`config.mk`:
```
export PLATFORM = sky130hd
export DESIGN_NAME = gsim_feeder
export DESIGN_NICKNAME = d
export VERILOG_FILES = /design/src/rtl/gsim_pkg.sv /design/src/rtl/gsim_fifo.sv /design/src/rtl/gsim_feeder.sv
export SDC_FILE = /design/constraint.sdc
export NUM_CORES = 1
export LEC_CHECK = 0
export CAP_MARGIN = 20
export CORE_MARGIN = 2
export CORE_UTILIZATION = 29
export DETAILED_ROUTE_END_ITERATION = 6
export GPL_TIMING_DRIVEN = 0
export PLACE_DENSITY = 0.42
export SLEW_MARGIN = 15
export SYNTH_ARGS = -nofsm -noshare
export SYNTH_HDL_FRONTEND = slang
export SYNTH_HIERARCHICAL = 1
export SYNTH_SLANG_ARGS = --single-unit
```
`constraint.sdc`:
```
create_clock -name clk -period 4.4 [get_ports clk]
set_clock_uncertainty 0.05 [all_clocks]
set_input_delay 0.44 -clock clk [delete_from_list [all_inputs] [get_ports clk]]
set_output_delay 0.44 -clock clk [all_outputs]
set_load 0.1 [all_outputs]
```
`src/rtl/gsim_pkg.sv`:
```
// Shared constants and the feeder state type for the GSIM solver front end.
package gsim_pkg;

    localparam int VEC_LEN = 16;
    localparam int B_WIDTH = 16;
    localparam int X_WIDTH = 32;

    typedef enum logic [1:0] {
        ST_IDLE      = 2'd0,
        ST_BURST     = 2'd1,
        ST_WAIT_RES  = 2'd2,
        ST_WAIT_DONE = 2'd3
    } feeder_state_e;

    function automatic logic state_busy(input feeder_state_e s);
        return s != ST_IDLE;
    endfunction

endpackage

```
`src/rtl/gsim_fifo.sv`:
```
// Single-clock sample FIFO with occupancy count; head word is read straight from storage.
module gsim_fifo #(
    parameter int WIDTH = 16,
    parameter int DEPTH = 32
) (
    input  logic                     clk,
    input  logic                     reset,
    input  logic                     i_push,
    input  logic [WIDTH-1:0]         i_data,
    input  logic                     i_pop,
    output logic [WIDTH-1:0]         o_data,
    output logic                     o_full,
    output logic                     o_empty,
    output logic [$clog2(DEPTH):0]   o_count
);

    localparam int AW = $clog2(DEPTH);

    logic [WIDTH-1:0] r_mem [DEPTH];
    logic [AW-1:0]    r_wptr;
    logic [AW-1:0]    r_rptr;
    logic [AW:0]      r_count;
    logic             w_push;
    logic             w_pop;

    assign o_full  = (r_count == (AW+1)'(DEPTH));
    assign o_empty = (r_count == '0);
    assign w_push  = i_push && !o_full;
    assign w_pop   = i_pop && !o_empty;

    // Storage carries no reset; only pointers and count define validity.
    always_ff @(posedge clk) begin
        if (w_push) begin
            r_mem[r_wptr] <= i_data;
        end
    end

    always_ff @(posedge clk) begin
        if (reset) begin
            r_wptr  <= '0;
            r_rptr  <= '0;
            r_count <= '0;
        end else begin
            if (w_push) begin
                r_wptr <= r_wptr + AW'(1);
            end
            if (w_pop) begin
                r_rptr <= r_rptr + AW'(1);
            end
            case ({w_push, w_pop})
                2'b10:   r_count <= r_count + (AW+1)'(1);
                2'b01:   r_count <= r_count - (AW+1)'(1);
                default: r_count <= r_count;
            endcase
        end
    end

    assign o_data  = r_mem[r_rptr];
    assign o_count = r_count;

endmodule

```
`src/rtl/gsim_feeder.sv`:
```
// Buffers host b samples and streams them to the GSIM solver in fixed-length bursts,
// then tracks the solver's result phase with a timeout.
module gsim_feeder #(
    parameter int DEPTH   = 32,
    parameter int VEC_LEN = 16,
    parameter int TIMEOUT = 1024
) (
    input  logic                          clk,
    input  logic                          reset,
    input  logic                          s_valid,
    input  logic [gsim_pkg::B_WIDTH-1:0]  s_data,
    output logic                          s_ready,
    output logic                          in_en,
    output logic [gsim_pkg::B_WIDTH-1:0]  b_in,
    input  logic                          out_valid,
    output logic                          busy,
    output logic                          err
);

    import gsim_pkg::*;

    localparam int CW = $clog2(DEPTH) + 1;
    localparam int BW = $clog2(VEC_LEN);
    localparam int WW = $clog2(TIMEOUT);

    feeder_state_e       r_state;
    logic [BW-1:0]       r_beat;
    logic [WW-1:0]       r_wait;
    logic                r_err;

    logic [CW-1:0]       w_count;
    logic [B_WIDTH-1:0]  w_head;
    logic                w_full;
    logic                w_empty;
    logic                w_push;
    logic                w_pop;

    assign s_ready = !w_full;
    assign w_push  = s_valid && s_ready;
    assign w_pop   = (r_state == ST_BURST) && !w_empty;

    gsim_fifo #(
        .WIDTH (B_WIDTH),
        .DEPTH (DEPTH)
    ) u_fifo (
        .clk     (clk),
        .reset   (reset),
        .i_push  (w_push),
        .i_data  (s_data),
        .i_pop   (w_pop),
        .o_data  (w_head),
        .o_full  (w_full),
        .o_empty (w_empty),
        .o_count (w_count)
    );

    always_ff @(posedge clk) begin
        if (reset) begin
            r_state <= ST_IDLE;
            r_beat  <= '0;
            r_wait  <= '0;
            r_err   <= 1'b0;
        end else begin
            case (r_state)
                ST_IDLE: begin
                    r_beat <= '0;
                    r_wait <= '0;
                    // Only a fully buffered vector may start a burst.
                    if (w_count >= CW'(VEC_LEN)) begin
                        r_state <= ST_BURST;
                    end
                end
                ST_BURST: begin
                    if (r_beat == BW'(VEC_LEN - 1)) begin
                        r_beat  <= '0;
                        r_wait  <= '0;
                        r_state <= ST_WAIT_RES;
                    end else begin
                        r_beat <= r_beat + BW'(1);
                    end
                end
                ST_WAIT_RES: begin
                    if (out_valid) begin
                        r_state <= ST_WAIT_DONE;
                    end else if (r_wait == WW'(TIMEOUT - 1)) begin
                        r_err   <= 1'b1;
                        r_state <= ST_IDLE;
                    end else begin
                        r_wait <= r_wait + WW'(1);
                    end
                end
                ST_WAIT_DONE: begin
                    if (!out_valid) begin
                        r_state <= ST_IDLE;
                    end
                end
                default: r_state <= ST_IDLE;
            endcase
        end
    end

    // Outputs decode registered state and FIFO storage only.
    assign in_en = (r_state == ST_BURST);
    assign b_in  = in_en ? w_head : '0;
    assign busy  = state_busy(r_state);
    assign err   = r_err;

endmodule

```
# ---- Yosys cells after proc, flatten, opt, wreduce, memory -nomap -nowiden
# Memory sizes are Yosys's and may differ from the RTL's. A register that Yosys moved wholly into a read port is not among the register bits.
# Index checks and enable logic that the tools add are counted.
dict set report word_totals {
  ramBits 512
  input_bits 20
  out_inout_bits 20
  ff_bits 33
  mem_count 1
}
# memory words word_bits read_ports rd_clocked_by_memory_dff wr line_no
set mem_list {}
lappend mem_list {u_fifo.r_mem 32 16 1 1 1 gsim_fifo.sv:19} ;# logic [WIDTH-1:0] r_mem [DEPTH];
dict set report classes {
  add_sub_neg 6
  n_mux 18
  n_reduce_logical 15
  order_cmp 1
  n_bitwise 1
  n_eq_ne 14
}
# op count
set op_table {}
lappend op_table {{$mux W10} 3}
lappend op_table {{$pmux W10 S3} 1}
lappend op_table {{$mux W16} 1}
lappend op_table {{$pmux W6 S2} 1}
lappend op_table {{$add A10 B1 Y10 const B} 1}
lappend op_table {{$add A5 B1 Y5 const B} 2}
lappend op_table {{$eq A10 B10 Y1 const B} 1}
lappend op_table {{$mux W2} 5}
lappend op_table {{$mux W5} 2}
lappend op_table {{$ne A2 B2 Y1 const B} 4}
lappend op_table {{$pmux W2 S4} 1}
lappend op_table {{$pmux W4 S2} 1}
lappend op_table {{$reduce_and A4 Y1} 2}
lappend op_table {{$add A6 B1 Y6 const B} 1}
lappend op_table {{$eq A2 B2 Y1 const B} 3}
lappend op_table {{$eq A6 B6 Y1 const B} 1}
lappend op_table {{$ge A6 B5 Y1 const B} 1}
lappend op_table {{$logic_not A6 Y1} 1}
lappend op_table {{$reduce_bool A2 Y1} 3}
lappend op_table {{$sub A6 B1 Y6 const B} 1}
lappend op_table {{$add A4 B1 Y4 const B} 1}
lappend op_table {{$eq A2 B1 Y1 const B} 2}
lappend op_table {{$eq A4 B4 Y1 const B} 1}
lappend op_table {{$logic_and A1 B1 Y1} 4}
lappend op_table {{9 further kinds} 11}

# ---- Longest topological paths before layout
# Gate-level depths: netlist of the first run.
dict set report logic_depth {
  ltp_word 6
  ltp_mapped 14
  depth_no_buf 12
}

# ---- Modules after synthesis
# The synthesis of the first run kept the hierarchy.
# module instances area_per_inst_um2 cells_each seq_area_each_um2
set modules_own_cells {}
lappend modules_own_cells {gsim_fifo 1 20682.3 1078 15795.1}
lappend modules_own_cells {gsim_feeder 1 1091.0 131 340.3}

# ---- Worst setup path after synthesis of the first run
# OpenSTA, ideal clock, no wires.
dict set report synth_timing {
  kind {register -> register}
  from {register u_fifo.r_count[1] (netlist: u_fifo/o_count[1])}
  to {register u_fifo.r_count[4] (netlist: u_fifo/o_count[4])}
  arrival_ps 3065
  setup_ps 123
  n_path_buf 2
  slack_ps 1161
  path_stages_with_launch 15
  cell_sequence {dfxtp_1 > or4_4 > buf_6 > nor3_1 > nor2b_1 > o31a_4 > clkinv_2 > ha_1 > clkbuf_1 > xor2_1 > ha_1 > a21oi_1 > nand4bb_1 > a31oi_1 > mux2_1}
}
dict set report synth_between {
  elab_chain_len 6
}
# item line_no
set synth_lines {}
lappend synth_lines {{start: declaration} gsim_fifo.sv:22} ;# logic [AW:0] r_count;
lappend synth_lines {{start signal: assignment} gsim_fifo.sv:51} ;# 2'b10: r_count <= r_count + (AW+1)'(1);
lappend synth_lines {{start signal: assignment} gsim_fifo.sv:52} ;# 2'b01: r_count <= r_count - (AW+1)'(1);
lappend synth_lines {{start signal: assignment} gsim_fifo.sv:53} ;# default: r_count <= r_count;
lappend synth_lines {{$eq A6 B6 Y1 (*)} gsim_fifo.sv:26} ;# assign o_full = (r_count == (AW+1)'(DEPTH));
lappend synth_lines {{named net w_full} gsim_feeder.sv:33} ;# logic w_full;
lappend synth_lines {{$logic_not A1 Y1 (*)} gsim_feeder.sv:38} ;# assign s_ready = !w_full;
lappend synth_lines {{$logic_and A1 B1 Y1 (*)} gsim_feeder.sv:39} ;# assign w_push = s_valid && s_ready;
lappend synth_lines {{named net w_push} gsim_feeder.sv:35} ;# logic w_push;
lappend synth_lines {{$logic_and A1 B1 Y1 (*)} gsim_fifo.sv:28} ;# assign w_push = i_push && !o_full;
lappend synth_lines {{$eq A2 B1 Y1 / $eq A2 B2 Y1 (equally long branches)} gsim_fifo.sv:50} ;# case ({w_push, w_pop})
lappend synth_lines {{$pmux W6 S2 / $reduce_bool A2 Y1 (equally long branches)} --}
# Mark *: on every way through the listed nets, which the timed path passes. The rest lies on a longest branch.
# A chain may end at the register's enable or synchronous reset.

==> results.toml, run 1 <==
[layout]
finish.instance_area_sq_um = 25900
fin_cells = 2362
finalNetCount = 1374
fill_cells = 7026
final_util_pct = 34.8
area_delta_synth_final_pct = 18.8
drive_gt1_share_pct = 22.1

[worst_hold_path]
whs_path_depth = 2
worstHoldStart = "reset"
hold_class = "primary input to register"
hold_end = "u_fifo/r_wptr[3]$_SDFFE_PP0P_"

[synthesis]
synth_nets = 1239
synth_ff_type = "edfxtp_1"
synth-edff-count = 512
synth_top_area_share_pct = 70.6
synth_most_common_cell = "edfxtp_1"
syn_inst = 1209
ys_seq_area_share_pct = 74.1
synth_common_cells = "edfxtp_1, mux2i_1, a22oi_1"
synth_area_leaders = "edfxtp_1, mux4_2, mux2i_1"
synth.distinct_cells = 66
synth-seq-cells = 550
yosys.area.top_type = "edfxtp_1"
yosys_warnings = 6
async_flop_share_pct = 0
avgSynthCellArea_sq_um = 18.0
syn_area_sq_um = 21800

[outcome]
status = "complete, no violations"

[sta]
slew_headroom_pct = 35.6
hold_slack_ps = 189
setup_ws_ps = 78.8
rsz0062_at_grt = "false"
slew_violations = 0
tightest_slew_ps = 962
fmax_ghz = 0.231
fin_crit_sh_pct = 98.2
finalHoldViolCount = 0
setup-violations-final = 0
setup_tns_ps = 0
fin_crit_ps = 4320

[placed_design]
place_congestion = 0.790
dp_cells = 2252
dp_slack_ps = -303
placed_area_sq_um = 23900
port_buffers = 38
post-dp-hpwl_mm = 40.3

[drt]
drt_iter0_markers = 982
vias = 11600
routedWlPerCell_microns = 25.2
wirelength_mm = 59.6
route.detailed.drc = 0
dr.pass1.iters = 5
ant_nets = 0
vias_per_cell = 4.90

[floorplan]
ios = 40
core_area_sq_um = 74400
die_x_microns = 278
die_h_microns = 278
num_rows = 100
dieArea_sq_um = 77300
start_util_pct = 29.2

[worst_setup_path]
startpoint_type = "register"
cp.arrival_ps = 3830
required_ps = 3910
r2r_start = "r_state[0]$_SDFFE_PP0P_"
cp-end-kind = "primary output"
crit_fanout = 10
worst_r2r_path_depth = 14
rrSetupSlack_ps = 500
worstReg2RegEnd = "u_fifo/o_count[4]$_SDFFE_PP0P_"
critPathKind = "register to primary output"

[clock_tree]
clk_latency_ps = 630
htreeDepth = 2
path_clk_slew_ps = 60
cts_sinks = 550
clockBufferDepth = 3
cts_tree = "yes"
cts_root_buffer = "clkbuf_16"
cts_buffers = 59

[power_and_ir_drop]
powerDensity_nw_per_um2 = 420
p_int_mw = 8.63
power_mw = 10.9
power_frac_seq_pct = 53.0
swShare_pct = 20.6
leakage_nw = 7.88
pwr-share-clk_pct = 44.8
pwr-share-comb_pct = 2.3
p_sw_mw = 2.24
vdd_drop_max_mv = 0.293

[global_routing]
grt_max_degree = 33
antenna_found_initial = 3
grt_pass1_vias = 11700
gr-total-overflow = 0
grt.total_usage_pct = 15.3
grt_pass1_wl_mm = 84.6

[flow_run]
cap_violations = 0
==> cells by family after synthesis <==
logic type | after synthesis | synth area share, %
muxes | 197 | 12.8
and+or+nand+nor | 199 | 4.87
DFF | 550 | 74.1
adders and majority gates | 10 | 0.575
AOI/OAI and AO/OA | 161 | 5.65
buffers and inverters | 83 | 1.68
xor gates and xnor gates | 9 | 0.362
==> worst max-delay path, stage by stage, from the launching register on <==
cell	delay, ps
dfxtp_1	440
buf_2	400
buf_2	500
mux4_2	400
a22oi_1	440
nand4_1	340
and2_1	240
clkdlybuf4s15_2	460
==> area by class of cell <==
cell class	count	area [sq um]	area share (%)
flip-flops and latches	550	16100	62.4
multi-input cells	576	5380	20.8
clock buffers	66	1520	5.89
well taps	969	1210	4.69
repair buffers	74	855	3.30
clock inverters	42	365	1.41
plain buffers	73	363	1.40
inverters	10	38.8	0.150
diodes	2	5.00	0.0193
==> sequential cells by signal, indices dropped and copies added, names as in the netlist, named ones only <==
name / cells
err: 1
u_fifo/r_rptr: 5
r_wait: 10
u_fifo/o_count: 6
r_beat: 4
u_fifo/r_mem: 512
r_state: 2
u_fifo/r_wptr: 5
==> repair_timing <==
| item | CTS | global route |
|---|---|---|
| setup buffers | 0 | 0 |
| resized for setup | 67 | 23 |
| hold buffers | 0 | 0 |
| pin swaps | 0 | 1 |
| setup endpoints to repair | 16 | 14 |
==> how the worst max path moves through the flow <==
stage | to | slack, ps | from
global route | b_in[14] | 4 | register
global placement | b_in[8] | -300 | register
CTS | b_in[0] | 1 | register
detailed placement | b_in[8] | -300 | register
floorplan | u_fifo/o_count[4]$_SDFFE_PP0P_ | 1160 | u_fifo/o_count[1]$_SDFFE_PP0P_
finish | b_in[14] | 80 | register
==> power groups by stage <==
stage	logic, mW	clock network [mW]	registers, mW
after global placement	0.236	0	5.88
after detailed placement	0.259	0	5.87
after CTS	0.259	5.02	5.76
after global routing	0.273	5.21	5.76
final	0.249	4.87	5.76
after floorplan	0.0776	0	5.87
==> metal layers <==
layer  track usage [%]  share of wire [%]  up-vias
met5                 0              0.035        -
met4              4.16                2.4        4
met3              3.33                5.3       88
met2              24.5                 47      227
met1              21.1                 45     6081
li1                  -                  -     5178
==> placed cells by master, fill, tap and decap left out, types with 22 or more instances in the layout <==
cell type,instances
nor2_2,31
mux2i_1,130
nand3_1,41
clkbuf_1,38
buf_2,38
mux4_2,64
a22oi_1,94
nand4_1,22
edfxtp_1,512
clkbuf_16,60
nor2_1,27
dfxtp_1,38
No activity file was read; power rests on OpenSTA's default activity.
==> run 2: changes to the inputs <==
--- a/config.mk
+++ b/config.mk
@@ -5,7 +5,7 @@
 export SDC_FILE = /design/constraint.sdc
 export NUM_CORES = 1
 export LEC_CHECK = 0
-export CAP_MARGIN = 20
+export CORE_ASPECT_RATIO = 1.4
 export CORE_MARGIN = 2
 export CORE_UTILIZATION = 29
 export DETAILED_ROUTE_END_ITERATION = 6
==> run 2 against run 1 <==
  * Register-to-register slack got worse by 200 ps
  * Via count decreased by 0.41%
  * Clock power about the same
  * Die area about the same
  * First-iteration DRC count down 5.8%
==> results.toml, run 2 (synthesis gave the netlist of run 1 again) <==
[floorplan]
ios = 40
die_x_microns = 236
die_h_microns = 328
start_util_pct = 29.4
core_area_sq_um = 74100
dieArea_sq_um = 77300
num_rows = 118

[worst_setup_path]
worstReg2RegEnd = "u_fifo/o_count[4]$_SDFFE_PP0P_"
crit_fanout = 10
crit_path_max_incr_delay_ps = 640
cp.arrival_ps = 3850
required_ps = 3910
crit_buf_inv = 3
crit_cells = 7
r2r_start = "u_fifo/o_count[1]$_SDFFE_PP0P_"
crit_family = "buffers and inverters"
worst_r2r_path_depth = 14
cp-end-kind = "primary output"
rrSetupSlack_ps = 300
critical_path.slowest_cell = "clkbuf_1"
path_cells = "buf_2 > clkbuf_1 > mux4_2 > a22oi_1 > nand4_1 > and2_1 > clkdlybuf4s15_2"
startpoint_type = "register"
critPathKind = "register to primary output"

[global_routing]
antenna_found_initial = 1
grt_max_degree = 33
grt_pass1_wl_mm = 86.8
grt.total_usage_pct = 15.8
gr-total-overflow = 0
grt_pass1_vias = 12000

[worst_hold_path]
hold_class = "primary input to register"
whs_path_depth = 1
worstHoldStart = "s_data[10]"
hold_end = "u_fifo/r_mem[5][10]$_DFFE_PP_"

[clock_tree]
cts_tree = "yes"
clockBufferDepth = 3
htreeDepth = 2
path_clk_slew_ps = 70
clk_latency_ps = 610
holdBufCountCts = 0
cts_root_buffer = "clkbuf_16"
cts_sinks = 550
cts_buffers = 54

[placed_design]
port_buffers = 38
place_congestion = 0.779
post-dp-hpwl_mm = 41.6

[layout]
area_delta_synth_final_pct = 18.7
largest-register = "u_fifo/r_mem"
fill_cells = 7113
finalNetCount = 1367
final_util_pct = 34.9
largest_reg_flops = 512
layout_common_cells = "edfxtp_1, mux2i_1, a22oi_1, mux4_2, clkbuf_16"
layout.cells.most_common = "edfxtp_1"
drive_gt1_share_pct = 22.3

[drt]
vias_per_cell = 4.92
drt_iter0_markers = 925
route.detailed.drc = 0
vias = 11500
routedWlPerCell_microns = 25.9
dr.pass1.iters = 5
ant_nets = 0
wirelength_mm = 60.7

[flow_run]
cap_violations = 0

[power_and_ir_drop]
leakage_nw = 7.82
powerDensity_nw_per_um2 = 420
vdd_drop_max_mv = 0.313
power_mw = 10.9

[sta]
rsz0062_at_grt = "false"
slew_violations = 0
fmax_ghz = 0.231
setup_tns_ps = 0
setup-violations-final = 0
finalHoldViolCount = 0
fin_crit_sh_pct = 98.6
fin_crit_ps = 4340
slew_headroom_pct = 33.7
tightest_slew_ps = 991

[outcome]
status = "complete, no violations"
==> run 2: cell count changes in the layout (fill, tap and decap cells not counted), sizes merged <==
cell,before,now
clkdlybuf4s18,2,1
buf,82,77
diode,2,1
inv,10,9
clkdlybuf4s15,12,17
clkinv,34,25
clkdlybuf4s50,7,6
clkbuf,110,109
bufinv,6,8
clkinvlp,2,4
==> run 2: repair_timing <==
item | in CTS | in global routing
setup buffers | 0 | 0
endpoints found under the setup margin | 17 | 10
resized for setup | 73 | 7
hold endpoints to repair | 0 | 0
==> run 2: where the power goes <==
group / switching [mW] / leakage (nW) / internal, mW
sequential: 0.0116 / 4.92 / 5.75
combinational: 0.189 / 2.00 / 0.0594
clock: 1.98 / 0.907 / 2.87
==> run 2: area by class of cell <==
type | instances | area (sq um) | area share, %
buffer | 72 | 362 | 1.40
antenna | 1 | 2.50 | 0.00968
tap | 960 | 1200 | 4.65
inverter | 10 | 38.8 | 0.150
multi-input combinational | 576 | 5410 | 20.9
clock buffer | 65 | 1490 | 5.75
sequential | 550 | 16100 | 62.4
timing repair buffer | 73 | 826 | 3.20
clock inverter | 36 | 378 | 1.46
==> run 2: how the worst max path moves through the flow <==
stage	startpoint	endpoint	slack, ps
floorplan	u_fifo/o_count[1]$_SDFFE_PP0P_	u_fifo/o_count[4]$_SDFFE_PP0P_	1160
global placement	register	b_in[12]	-230
detailed placement	register	b_in[12]	-220
CTS	register	b_in[0]	20
global route	register	b_in[5]	1
finish	register	b_in[7]	60
==> run 2: metrics by stage <==
stage	hold slack (ps)	cell area (sq um)	std cells	setup slack [ps]
final	150	25800	2343	63.7
after global placement	430	23400	2207	-231
after global routing	124	25800	2342	1.26
after detailed placement	429	23900	2242	-222
after floorplan	420	21800	1209	1160
after CTS	107	25800	2343	15.4
==> run 2: metal layers <==
layer	global-route usage [%]	routed length, microns	vias to the layer above
met3	2.06	1990	67
met5	0	7	-
li1	-	-	5156
met2	28.6	32000	209
met1	19.4	25100	6096
met4	5.08	1590	2
==> run 3: changes to the inputs <==
--- a/config.mk
+++ b/config.mk
@@ -8,6 +8,7 @@
 export CORE_ASPECT_RATIO = 1.4
 export CORE_MARGIN = 2
 export CORE_UTILIZATION = 29
+export CTS_BUF_LIST = sky130_fd_sc_hd__clkbuf_16
 export DETAILED_ROUTE_END_ITERATION = 6
 export GPL_TIMING_DRIVEN = 0
 export PLACE_DENSITY = 0.42
==> run 3 against run 2 <==
  * Core utilization about the same
  * Register-to-register slack about the same
  * Hold slack got worse by 1.2 ps
  * Final cell count unchanged
  * Count of clock-buffer cells in the layout decreased by 8
  * Non-clock buffer count unchanged
  * Power decreased by 0.60%
  * Highest routed layer unchanged
  * Setup slack got worse by 49 ps
  * Die area unchanged
  * Clock power decreased by 1%
==> results.toml, run 3 (synthesis gave the netlist of run 1 again) <==
[outcome]
status = "complete, no violations"

[global_routing]
gr-total-overflow = 0
met2_usage_pct = 28.5
grt_pass1_vias = 12000
grt.busiest_layer = "met2"
met3_usage_pct = 2.06
grt_max_degree = 33
grt_pass1_wl_mm = 86.8
grt.total_usage_pct = 15.8
antenna_found_initial = 1
met1_usage_pct = 19.4

[worst_setup_path]
startpoint_type = "register"
required_ps = 3910
cp-endpoint = "b_in[5]"
rrSetupSlack_ps = 300
crit_cells = 7
cp-end-kind = "primary output"
critPathKind = "register to primary output"
crit_path_max_incr_delay_ps = 640
path_cells = "buf_2 > clkbuf_1 > mux4_2 > a22oi_1 > nand4_1 > and2_1 > clkdlybuf4s15_2"
r2r_start = "u_fifo/o_count[1]$_SDFFE_PP0P_"
crit_buf_inv = 3
crit_fanout = 10
critical_path.slowest_cell = "clkbuf_1"
cp.arrival_ps = 3900
crit_family = "buffers and inverters"
worst_r2r_path_depth = 14
worstReg2RegEnd = "u_fifo/o_count[4]$_SDFFE_PP0P_"

[layout]
fill_cells = 7119
area_delta_synth_final_pct = 18.5
layout.cells.most_common = "edfxtp_1"
finalNetCount = 1367
multi_input_area_sq_um = 5410
final-seq-area_sq_um = 16100
layout_common_cells = "edfxtp_1, mux2i_1, a22oi_1, mux4_2, clkbuf_16"
largest-register = "u_fifo/r_mem"
largest_reg_flops = 512
drive_gt1_share_pct = 22.1

[drt]
wirelength_mm = 60.7
vias = 11500
dr.pass1.iters = 5
route.detailed.drc = 0
ant_nets = 0
routedWlPerCell_microns = 25.9
vias_per_cell = 4.91
drt_iter0_markers = 958

[sta]
fin_crit_ps = 4390
rsz0062_at_grt = "false"
hold_slack_ps = 149
fmax_ghz = 0.228
setup_tns_ps = 0
finalHoldViolCount = 0
slew_headroom_pct = 33.7
tightest_slew_ps = 991
setup-violations-final = 0
slew_violations = 0
setup_ws_ps = 14.8
fin_crit_sh_pct = 99.7

[power_and_ir_drop]
powerDensity_nw_per_um2 = 418
vdd_drop_max_mv = 0.313
leakage_nw = 7.83

[flow_run]
cap_violations = 0

[clock_tree]
path_clk_slew_ps = 60
cts_root_buffer = "clkbuf_16"
htreeDepth = 2
cts_sinks = 550
cts_buffers = 54
clockBufferDepth = 3
post_cts_buffers = 0
cts_tree = "yes"
clk_latency_ps = 610

[placed_design]
place_congestion = 0.779
port_buffers = 38
post-dp-hpwl_mm = 41.6
dp_slack_ps = -222

[floorplan]
core_area_sq_um = 74100
num_rows = 118
dieArea_sq_um = 77300
ios = 40
die_x_microns = 236
start_util_pct = 29.4
die_h_microns = 328

[worst_hold_path]
hold_class = "primary input to register"
run 3: cell type report:
cell class                      count  area share [%]
Antenna cell                        1         0.00970
Buffer                             72            1.40
Clock buffer                       57            5.53
Clock inverter                     44            1.58
Inverter                           10           0.150
Multi-Input combinational cell    576            21.0
Sequential cell                   550            62.5
Tap cell                          960            4.65
Timing Repair Buffer               73            3.20
run 3: repair_timing:
| item | in CTS | in global routing |
|---|---|---|
| endpoints found under the setup margin | 17 | 10 |
| gates resized for setup | 73 | 7 |
| hold endpoints to repair | 0 | 0 |
| pin swaps | 0 | 0 |
| hold buffers | 0 | 0 |
run 3: worst min-delay path by stage:
stage	from	end	depth (start not counted)
after floorplan	r_beat[0]$_SDFFE_PP0P_	r_beat[0]$_SDFFE_PP0P_	2
after global placement	err$_SDFFE_PP0P_	err$_SDFFE_PP0P_	2
after detailed placement	err$_SDFFE_PP0P_	err$_SDFFE_PP0P_	2
after CTS	s_data[10]	u_fifo/r_mem[5][10]$_DFFE_PP_	1
after global routing	s_data[10]	u_fifo/r_mem[5][10]$_DFFE_PP_	1
final	s_data[10]	u_fifo/r_mem[7][10]$_DFFE_PP_	1
run 3: metal layers:
metal	part of all wire, %	wire (microns)
met1	41	25000
met5	0.012	7
met4	2.6	1580
met2	53	32000
met3	3.5	2130
run 3: metrics by stage:
stage	cells	total power, mW	instance area [sq um]	util (%)
final	2343	10.8	25800	34.8
after floorplan	1209	5.95	21800	-
after detailed placement	2242	6.13	23900	32.2
after CTS	2343	10.9	25800	34.8
after global placement	2207	6.11	23400	31.5
after global routing	2342	11.1	25800	34.8
run 3: where the power goes:
part           total, mW  internal (mW)  switching (mW)
logic              0.247         0.0594           0.188
clock network       4.79           2.80            1.98
registers           5.76           5.75          0.0116
total               10.8           8.61            2.18
